--- src/rtl/tetris_pkg.sv ---
// Shared definitions for the falling-block game: command opcodes, default
// timing constants (in milliseconds / tick1k strobes), pend bit positions,
// the scheduler state type and the gravity period helper.
package tetris_pkg;

  // Command opcodes offered to the game core
  localparam logic [2:0] OP_NONE  = 3'd0;
  localparam logic [2:0] OP_LEFT  = 3'd1;
  localparam logic [2:0] OP_RIGHT = 3'd2;
  localparam logic [2:0] OP_DOWN  = 3'd3;
  localparam logic [2:0] OP_ROT   = 3'd4;
  localparam logic [2:0] OP_GRAV  = 3'd5;

  // Default timing constants
  localparam int unsigned DAS_MS_DEF       = 170;
  localparam int unsigned ARR_MS_DEF       = 50;
  localparam int unsigned GRAV_BASE_MS_DEF = 1000;
  localparam int unsigned GRAV_STEP_MS_DEF = 90;
  localparam int unsigned GRAV_MIN_MS_DEF  = 100;

  // Bit positions inside pend = {GRAV, ROT, DOWN, RIGHT, LEFT}
  localparam int PB_LEFT  = 0;
  localparam int PB_RIGHT = 1;
  localparam int PB_DOWN  = 2;
  localparam int PB_ROT   = 3;
  localparam int PB_GRAV  = 4;

  // Width of the per-key hold counter (counts tick1k strobes)
  localparam int HCW = 16;

  typedef enum logic {
    ST_IDLE  = 1'b0,
    ST_ISSUE = 1'b1
  } sched_state_t;

  // Gravity period = max(base - level*step, min), level saturated at 9.
  // The clamp is decided before subtracting so the 11-bit result never wraps.
  function automatic logic [10:0] grav_period(input logic [3:0]  lvl,
                                              input logic [10:0] base,
                                              input logic [10:0] step,
                                              input logic [10:0] min_p);
    logic [10:0] l_eff;
    logic [10:0] prod;
    l_eff = (lvl > 4'd9) ? 11'd9 : {7'd0, lvl};
    prod  = l_eff * step;
    if (base <= min_p)
      grav_period = min_p;
    else if (prod >= (base - min_p))
      grav_period = min_p;
    else
      grav_period = base - prod;
  endfunction

endpackage

--- src/rtl/key_repeat.sv ---
// Per-key edge detector with DAS/ARR auto-repeat.
// Ports:
//   clk, rst_n   clock, synchronous active-low reset
//   i_tick       1 kHz strobe
//   i_key        debounced key level (active-high)
//   i_rpt_en     enables auto-repeat while the key is held
//   i_halt       game over: suppresses output and holds the counter at 0
//   o_set        registered one-clk pulse requesting the key's pend bit
// A key that is already high out of reset is not armed until it has been
// seen low once, so holding a key through reset produces neither an edge
// nor auto-repeat.
module key_repeat
  import tetris_pkg::*;
#(
  parameter int unsigned DAS_MS = DAS_MS_DEF,
  parameter int unsigned ARR_MS = ARR_MS_DEF
) (
  input  logic clk,
  input  logic rst_n,
  input  logic i_tick,
  input  logic i_key,
  input  logic i_rpt_en,
  input  logic i_halt,
  output logic o_set
);

  localparam logic [HCW-1:0] DAS_L = HCW'(DAS_MS);
  localparam logic [HCW-1:0] ARR_L = HCW'(ARR_MS);

  logic           r_prev;
  logic           r_armed;
  logic           r_das_done;
  logic           r_set;
  logic [HCW-1:0] r_cnt;

  logic           w_edge;
  logic           w_held;
  logic           w_fire;
  logic [HCW-1:0] w_cnt_inc;

  assign w_edge    = i_key & ~r_prev & r_armed;
  // Held means high on this and the previous sample; the press clk itself
  // does not count towards the hold time.
  assign w_held    = i_key & r_prev & r_armed;
  assign w_cnt_inc = r_cnt + 1'b1;
  assign w_fire    = i_rpt_en & w_held & i_tick &
                     (r_das_done ? (w_cnt_inc == ARR_L) : (w_cnt_inc == DAS_L));

  always_ff @(posedge clk) begin
    if (!rst_n) begin
      r_prev     <= 1'b0;
      r_armed    <= 1'b0;
      r_das_done <= 1'b0;
      r_cnt      <= '0;
      r_set      <= 1'b0;
    end else begin
      r_prev <= i_key;
      if (!i_key)
        r_armed <= 1'b1;
      if (i_halt || !w_held) begin
        r_cnt      <= '0;
        r_das_done <= 1'b0;
      end else if (i_tick && i_rpt_en) begin
        if (w_fire) begin
          r_cnt      <= '0;
          r_das_done <= 1'b1;
        end else begin
          r_cnt <= w_cnt_inc;
        end
      end
      r_set <= ~i_halt & (w_edge | w_fire);
    end
  end

  assign o_set = r_set;

endmodule

--- src/rtl/move_scheduler.sv ---
// Move scheduler: turns key edges, key auto-repeat and gravity into a
// serial stream of commands for the game core.
// Ports:
//   clk, rst_n                 clock, synchronous active-low reset
//   tick1k                     1 kHz strobe
//   k_left/k_right/k_down/k_rot debounced key levels
//   level [3:0]                speed level (saturated at 9)
//   game_over                  halts scheduling, clears pend and counters
//   cmd_valid, cmd_op [2:0]    registered command offer
//   cmd_ready                  core acceptance
//   pend [4:0]                 registered pending bits {GRAV,ROT,DOWN,RIGHT,LEFT}
//   o_dbg_state                current FSM state (0 IDLE, 1 ISSUE)
// Handshake: a command transfers on a clk where cmd_valid and cmd_ready are
// both high; while cmd_valid is high and cmd_ready low, cmd_op is held
// stable; after a transfer cmd_valid drops for at least one clk.
module move_scheduler
  import tetris_pkg::*;
#(
  parameter int unsigned DAS_MS       = DAS_MS_DEF,
  parameter int unsigned ARR_MS       = ARR_MS_DEF,
  parameter int unsigned GRAV_BASE_MS = GRAV_BASE_MS_DEF,
  parameter int unsigned GRAV_STEP_MS = GRAV_STEP_MS_DEF,
  parameter int unsigned GRAV_MIN_MS  = GRAV_MIN_MS_DEF
) (
  input  logic       clk,
  input  logic       rst_n,
  input  logic       tick1k,
  input  logic       k_left,
  input  logic       k_right,
  input  logic       k_down,
  input  logic       k_rot,
  input  logic [3:0] level,
  input  logic       game_over,
  output logic       cmd_valid,
  output logic [2:0] cmd_op,
  input  logic       cmd_ready,
  output logic [4:0] pend,
  output logic       o_dbg_state
);

  localparam logic [10:0] GB = 11'(GRAV_BASE_MS);
  localparam logic [10:0] GS = 11'(GRAV_STEP_MS);
  localparam logic [10:0] GM = 11'(GRAV_MIN_MS);

  sched_state_t r_state;
  sched_state_t w_state_nx;
  logic         r_cmd_valid;
  logic         w_valid_nx;
  logic [2:0]   r_cmd_op;
  logic [2:0]   w_op_nx;
  logic [4:0]   r_pend;
  logic [4:0]   w_clr;
  logic [4:0]   w_pend_set;
  logic         w_down_acc;

  logic         w_set_left;
  logic         w_set_right;
  logic         w_set_down;
  logic         w_set_rot;

  logic [10:0]  r_gcnt;
  logic [10:0]  w_gcnt_inc;
  logic [10:0]  w_gper;
  logic         w_grav_fire;

  // ---------------- key edge / repeat units ----------------
  key_repeat #(.DAS_MS(DAS_MS), .ARR_MS(ARR_MS)) u_kr_left (
    .clk(clk), .rst_n(rst_n), .i_tick(tick1k), .i_key(k_left),
    .i_rpt_en(1'b1), .i_halt(game_over), .o_set(w_set_left)
  );

  key_repeat #(.DAS_MS(DAS_MS), .ARR_MS(ARR_MS)) u_kr_right (
    .clk(clk), .rst_n(rst_n), .i_tick(tick1k), .i_key(k_right),
    .i_rpt_en(1'b1), .i_halt(game_over), .o_set(w_set_right)
  );

  key_repeat #(.DAS_MS(DAS_MS), .ARR_MS(ARR_MS)) u_kr_down (
    .clk(clk), .rst_n(rst_n), .i_tick(tick1k), .i_key(k_down),
    .i_rpt_en(1'b1), .i_halt(game_over), .o_set(w_set_down)
  );

  key_repeat #(.DAS_MS(DAS_MS), .ARR_MS(ARR_MS)) u_kr_rot (
    .clk(clk), .rst_n(rst_n), .i_tick(tick1k), .i_key(k_rot),
    .i_rpt_en(1'b0), .i_halt(game_over), .o_set(w_set_rot)
  );

  // ---------------- gravity divider ----------------
  assign w_gper      = grav_period(level, GB, GS, GM);
  assign w_gcnt_inc  = r_gcnt + 11'd1;
  // ">=" lets a level change that lands below the current count fire on the
  // very next strobe instead of waiting for a wrap.
  assign w_grav_fire = tick1k & ~game_over & (w_gcnt_inc >= w_gper);

  always_ff @(posedge clk) begin
    if (!rst_n || game_over)
      r_gcnt <= '0;
    else if (w_down_acc)
      r_gcnt <= '0;
    else if (tick1k)
      r_gcnt <= w_grav_fire ? 11'd0 : w_gcnt_inc;
  end

  // ---------------- pend register ----------------
  always_comb begin
    w_pend_set           = '0;
    w_pend_set[PB_LEFT]  = w_set_left;
    w_pend_set[PB_RIGHT] = w_set_right;
    w_pend_set[PB_DOWN]  = w_set_down;
    w_pend_set[PB_ROT]   = w_set_rot;
    w_pend_set[PB_GRAV]  = w_grav_fire;
  end

  // Set is applied after clear so a same-clk set wins.
  always_ff @(posedge clk) begin
    if (!rst_n || game_over)
      r_pend <= '0;
    else
      r_pend <= (r_pend & ~w_clr) | w_pend_set;
  end

  // ---------------- arbiter + FSM ----------------
  always_ff @(posedge clk) begin
    if (!rst_n) begin
      r_state     <= ST_IDLE;
      r_cmd_valid <= 1'b0;
      r_cmd_op    <= OP_NONE;
    end else begin
      r_state     <= w_state_nx;
      r_cmd_valid <= w_valid_nx;
      r_cmd_op    <= w_op_nx;
    end
  end

  always_comb begin
    w_state_nx = r_state;
    w_valid_nx = r_cmd_valid;
    w_op_nx    = r_cmd_op;
    w_clr      = '0;
    w_down_acc = 1'b0;
    if (game_over) begin
      w_state_nx = ST_IDLE;
      w_valid_nx = 1'b0;
      w_op_nx    = OP_NONE;
    end else begin
      case (r_state)
        ST_IDLE: begin
          w_valid_nx = 1'b0;
          w_op_nx    = OP_NONE;
          if (r_pend != 5'd0) begin
            w_state_nx = ST_ISSUE;
            w_valid_nx = 1'b1;
            // Priority ROT > LEFT > RIGHT > DOWN > GRAV
            if (r_pend[PB_ROT]) begin
              w_op_nx       = OP_ROT;
              w_clr[PB_ROT] = 1'b1;
            end else if (r_pend[PB_LEFT]) begin
              w_op_nx        = OP_LEFT;
              w_clr[PB_LEFT] = 1'b1;
            end else if (r_pend[PB_RIGHT]) begin
              w_op_nx         = OP_RIGHT;
              w_clr[PB_RIGHT] = 1'b1;
            end else if (r_pend[PB_DOWN]) begin
              w_op_nx        = OP_DOWN;
              w_clr[PB_DOWN] = 1'b1;
            end else begin
              w_op_nx        = OP_GRAV;
              w_clr[PB_GRAV] = 1'b1;
            end
          end
        end
        ST_ISSUE: begin
          if (cmd_ready) begin
            w_state_nx = ST_IDLE;
            w_valid_nx = 1'b0;
            w_op_nx    = OP_NONE;
            // A soft drop replaces the pending gravity step.
            if (r_cmd_op == OP_DOWN) begin
              w_down_acc     = 1'b1;
              w_clr[PB_GRAV] = 1'b1;
            end
          end
        end
        default: begin
          w_state_nx = ST_IDLE;
          w_valid_nx = 1'b0;
          w_op_nx    = OP_NONE;
        end
      endcase
    end
  end

  assign cmd_valid   = r_cmd_valid;
  assign cmd_op      = r_cmd_op;
  assign pend        = r_pend;
  assign o_dbg_state = r_state;

endmodule

--- config.mk ---
export PLATFORM = sky130hd
export DESIGN_NAME = move_scheduler
export DESIGN_NICKNAME = d
export VERILOG_FILES = /design/src/rtl/tetris_pkg.sv /design/src/rtl/key_repeat.sv /design/src/rtl/move_scheduler.sv
export SDC_FILE = /design/constraint.sdc
export NUM_CORES = 1
export LEC_CHECK = 0
export BUFFER_PORTS_ARGS = -buffer_cell sky130_fd_sc_hd__buf_2
export CORE_MARGIN = 10
export CORE_UTILIZATION = 40
export CTS_CLUSTER_DIAMETER = 200
export DETAILED_ROUTE_END_ITERATION = 10
export SKIP_LAST_GASP = 1
export SLEW_MARGIN = 20
export SYNTH_ARGS = -nofsm -noshare
export SYNTH_HDL_FRONTEND = slang
export SYNTH_HIERARCHICAL = 1
export SYNTH_SLANG_ARGS = --single-unit
--- constraint.sdc ---
create_clock -name clk -period 9.6 [get_ports clk]
set_clock_uncertainty 0.15 [all_clocks]
set_input_delay 1.92 -clock clk [delete_from_list [all_inputs] [get_ports clk]]
set_output_delay 1.92 -clock clk [all_outputs]
set_load 0.02 [all_outputs]
# Yosys cells after proc, flatten, opt, wreduce, memory -nomap -nowiden
# Index checks and enable logic that the tools add are counted.
# Widths: inputs -> output; s select.
# classes
add_sub_neg	5
multipliers	1
order_cmp	3
eq_ne	8
n_mux	40
bitwise_logic	39
n_reduce_logical	17
# op_table
operator	count
$add 16x1->16 const B	3
$eq 16x6->1 const B	3
$eq 16x8->1 const B	3
$mux 16	3
$and 1x1->1	26
$mux 11	2
$mux 3	7
$mux 1	19
$add 11x1->11 const B	1
$ge 11x10->1 const B	1
$ge 11x11->1	1
$sub 10x11->11 const A	1
$mul 4x6->10 const B	1
$mux 5	2
$reduce_or 2->1	5
$mux 4	2
$not 1->1	7
$pmux 1 s2	3
$pmux 3 s2	1
$reduce_and 2->1	3
$and 5x5->5	1
$not 5->5	1
$or 5x5->5	1
$reduce_bool 5->1	1
7 further kinds	15
# word_totals
regBits	84
inputBits	13
output_inout_bits	10
wordCells	136

# Depth between registers and ports, before layout
# logic_depth
ltp_word	10
mapped_depth	17
mapped_depth_nobuf	17

# Cells and area by module
# The synthesis kept the hierarchy.
# modules_own_cells
mod	n_inst	cells_each	area_per_inst_um2	seq_area_each_um2
key_repeat	4	159	1213.7	400.4
move_scheduler	1	237	1856.8	420.4

# Worst setup path after synthesis
# No wires, ideal clock.
# synth_timing
kind	input to register
start	input level[2]
end	register r_gcnt[1]
setup_ns	0.070
arrival_time_ns	5.397
t_required_ns	9.380
setup_slack_ns	3.983
path_stages	17
n_path_buf	0
cell_sequence	nor2b_1 -> ha_1 -> inv_1 -> fa_1 -> inv_1 -> ha_1 -> a211oi_1 -> nor2_1 -> xor2_1 -> and3_1 -> a21oi_1 -> ha_1 -> and3_4 -> o311a_4 -> a211oi_4 -> nand3_1 -> a21oi_1
# synth_via
elab_chain_cells	8
word_cells_on_any_way	9
cone_classes	1 x add/sub; 1 x mul; 3 x order compare; 3 x mux; 1 x bitwise
# synth_lines
item	line	rtl
start: declaration	move_scheduler.sv:32	input logic [3:0] level,
$gt 4x4->1	tetris_pkg.sv:44	l_eff = (lvl > 4'd9) ? 11'd9 : {7'd0, lvl};
$mux 4 (*)	tetris_pkg.sv:44	
$mul 4x6->10 (*)	tetris_pkg.sv:45	prod = l_eff * step;
$sub 10x11->11 or $ge 11x10->1 (tied branches)	tetris_pkg.sv:51, tetris_pkg.sv:48	
$mux 11 (*)	tetris_pkg.sv:48	else if (prod >= (base - min_p))
$ge 11x11->1 (*)	move_scheduler.sv:92	assign w_grav_fire = tick1k & ~game_over & (w_gcnt_inc >= w_gper);
$and 1x1->1 (*)	move_scheduler.sv:92	
$mux 11 (*)	move_scheduler.sv:100	r_gcnt <= w_grav_fire ? 11'd0 : w_gcnt_inc;
end signal: assignment	move_scheduler.sv:100	
end: declaration	move_scheduler.sv:61	logic [10:0] r_gcnt;
# Every way passes the cells marked *; elsewhere a longest branch is shown, timed or not.
# A chain may end at the register's enable or synchronous reset.

# Final worst setup path
# layout_timing
start	input level[3]
end	register r_gcnt[6]
# Same word-level chain as after synthesis.

==> summary.md <==
| Metric | Value |
|---|---|
| Status | finished clean |
| WS Path Type | in2reg |
| Initial antenna violation count | 0 |
| H-tree depth | 3 |
| Most common flop cell mapped by yosys | dfxtp_1 |
| WHS | about 0.28 ns |
| Diode count | 0 |
| Tot GR Track Use | 0.134 |
| CP Launch Type | primary input |
| CTS Buffer Depth | 2 |
| Final Hold Vio Count | 0 |
| Gpl congestion | 0.795 |
| Initial drt markers | around 330 |
| Max transition margin | 0.598 |
| Pwr dens | 129 nW/um^2 |
| Crit path required time | 9.73 ns |
| TritonCTS buffer count | 9 |
| Register area share after synthesis | 0.301 |
| Yosys reg bits | between 100 and 150 |
| Antenna-violating nets left | 0 |
| Min Clock Period, post-route | 5.80 ns |
| Mean post-synth cell area | about 7.7 sq um |
| Worst-Margin Slew | 0.596 ns |
| Seq pwr share | 0.455 |
| Gr ovfl total | 0 |
| Post-Layout Cell Count | 1,088 |
| Leading area contributor after synthesis | dfxtp_1 |
| Cell row count | 47 |
| VDD IR max | 92.4 uV |
| Routed length per instance | 13.5 um |
| CTS tree | done |
| Placed Area | between 6000 and 7000 sq um |
| CP Cell Sequence | buf_2, o21ai_0, nand2b_1, inv_1, fa_1, inv_1, ha_1, a211oi_1, nor2_1, xor2_1, and3_1, a21oi_1, ha_1, and3_4, o311a_4, a211oi_4, nand3_1, a21oi_1 |
| Fin Setup TNS | 0 ns |
| Post-synth ARST share | 0 |
| Core ar. | 16,500 sq um |
| Starting Density | 0.406 |
| Slew Limit Fails | 0 |
| Clk pwr share | 0.427 |
| Max-cap viol count | 0 |
| CTS root buf | clkbuf_16 |
| YS warnings | 6 |
| Total number of vias | 5,844 |
| Die Area | 22,400 sq um |
| Detailed-placement wirelength estimate | 10,500 um |
| Critical Path End | r_gcnt[6] |
| DP Cell Count | 1,072 |
| Total Nets Final | 909 |
| Switching Fraction | 0.253 |
| # Post-CTS Setup Buffers | 0 |
| RR Startpoint | r_gcnt[0] |
| Worst hold-check path type | reg2reg |
| Largest net degree at the start of global routing | 22 |
| P_leak | roughly 2.5 nW |
| Cell-internal power | between 600 and 700 uW |
| Die H | 150 um |
| Post-cts resize count | 0 |
| Worst r2r path cells | 10 |
| Cell count after synthesis | approximately 870 |
| Final worst path period share | 0.604 |
| CP max stage delay | 0.54 ns |
| Worst-path clk slew | 0.07 ns |
| Reg2reg end | r_gcnt[6] |
| Area Overhead vs Synth | 7.49% |
| Netlist Area Pre-Place | approximately 6700 sq um |
| Worst-Skew Late Latency | 0.35 ns |
| Crit end category | flop |
| First-pass GRT wire length | approximately 25,000 um |
| # clock sinks | between 100 and 150 |
| Library cells used by synthesis | about 60 |
| WP data arrival | approximately 5.9 ns |
| Synth cell count leaders | 102 x nor2_1, 101 x dfxtp_1, 76 x nand2_1 |
| CP Max Fanout | 8 |
| Count leader, synth | nor2_1 |
| Vias in the first global route | 5,279 |
| Worst setup path start | level[3] |
| Die width | approximately 150 um |
| EDFF count, synth | 0 |
| Final setup fails | 0 |
| Worst-path cell with the longest stage delay | fa_1 |
| Vias per cell | approximately 5.4 |
| RSZ-0062 raised after global routing | no |
| Port Buffer Count | 22 |
| WHS Path Cells | 2 |
| # DRC | 0 |
| Drt total wl | 14,700 um |
| Max Freq | between 150 and 200 MHz |
| Net Switching | around 240 uW |
| Layout cells sized above 1 | 0.0864 |
| Hold Buf Count CTS | 0 |
| R2R Setup Slk | between 6 and 7 ns |
| Design Area, Final | 7210 sq um |
| Detailed Routing Iterations Pass 1 | 4 |
| Synth area leaders | dfxtp_1 30%, xor2_1 6.9%, ha_1 5.8%, nor2_1 5.7%, nand3_1 4.3% |
| Synth top area share | 0.301 |
| Logic pwr share | 0.119 |
| Num ports | 23 |
[sequential cells by signal (all words and copies together) (netlist names), 3 cells and up]
signal / cells
cmd_op: 3
pend: 5
r_gcnt: 11
u_kr_down/r_cnt: 16
u_kr_left/r_cnt: 16
u_kr_right/r_cnt: 16
u_kr_rot/r_cnt: 16
[final cells by class]
| cell class | count | area (sq um) |
|---|---|---|
| Inverter | 30 | 113 |
| Fill cell | 1740 | 9310 |
| Multi-Input combinational cell | 699 | 4370 |
| Tap cell | 220 | 275 |
| Clock buffer | 9 | 225 |
| Clock inverter | 7 | 96.3 |
| Sequential cell | 101 | 2020 |
| Timing Repair Buffer | 22 | 110 |
[per-layer routing]
| metal | share of wire | vias up | track usage |
|---|---|---|---|
| met5 | 0 | - | 0 |
| met1 | 0.52 | 2722 | 0.181 |
| li1 | - | 3045 | - |
| met2 | 0.44 | 64 | 0.208 |
| met4 | 0.014 | 0 | 0.0451 |
| met3 | 0.031 | 13 | 0.0257 |
[kinds of logic after synthesis]
family                   synth area share
XOR/XNOR                            0.103
adder cells (fa/ha/maj)            0.0638
AO/OA/AOI/OAI                       0.154
multiplexers                      0.00671
flip-flops                          0.301
AND/OR/NAND/NOR                     0.317
buffers and inverters              0.0528
other                             0.00112
[layout by cell type, fill, tap and decap left out, types with 27 or more instances in the layout]
cell type	netlist	final
a21oi_1	53	53
and3_1	27	27
dfxtp_1	101	101
ha_1	31	31
nand2_1	76	76
nand3_1	58	58
nor2_1	102	102
nor3_1	28	28
xor2_1	53	53
[power groups by stage]
stage | sequential, mW | combinational [mW] | clock, mW
2_1_floorplan | 0.433 | 0.0860 | 0
3_3_place_gp | 0.434 | 0.109 | 0
3_5_place_dp | 0.434 | 0.110 | 0
4_1_cts | 0.424 | 0.111 | 0.413
5_1_grt | 0.424 | 0.128 | 0.430
6_report | 0.424 | 0.111 | 0.397
[critical path: cells and delay by family]
family                     cells  cell delay, ns
AOI/OAI and AO/OA              6            1.38
xor gates and xnor gates       1            0.28
adders and majority gates      3            1.17
buffers and inverters          3            0.32
and+or+nand+nor                5            0.86
[how the worst min path moves through the flow]
| stage | from | to | slack (ns) |
|---|---|---|---|
| CTS | u_kr_left/o_set | pend[0] | 0.29 |
| floorplan | u_kr_left/o_set | pend[0] | 0.26 |
| finish | u_kr_left/o_set | pend[0] | 0.28 |
| detailed placement | u_kr_left/o_set | pend[0] | 0.28 |
| global route | u_kr_left/o_set | pend[0] | 0.31 |
| global placement | u_kr_down/o_set | pend[2] | 0.28 |
[per-stage QoR]
stage                      util  setup WS [ns]  total power [mW]
after floorplan               -           3.98             0.519
after global placement    0.417           3.58             0.542
after detailed placement  0.417           3.48             0.543
after CTS                 0.437           3.83             0.948
after global routing      0.437           3.50             0.981
final                     0.437           3.80             0.932
No activity file was read; power rests on OpenSTA's default activity.
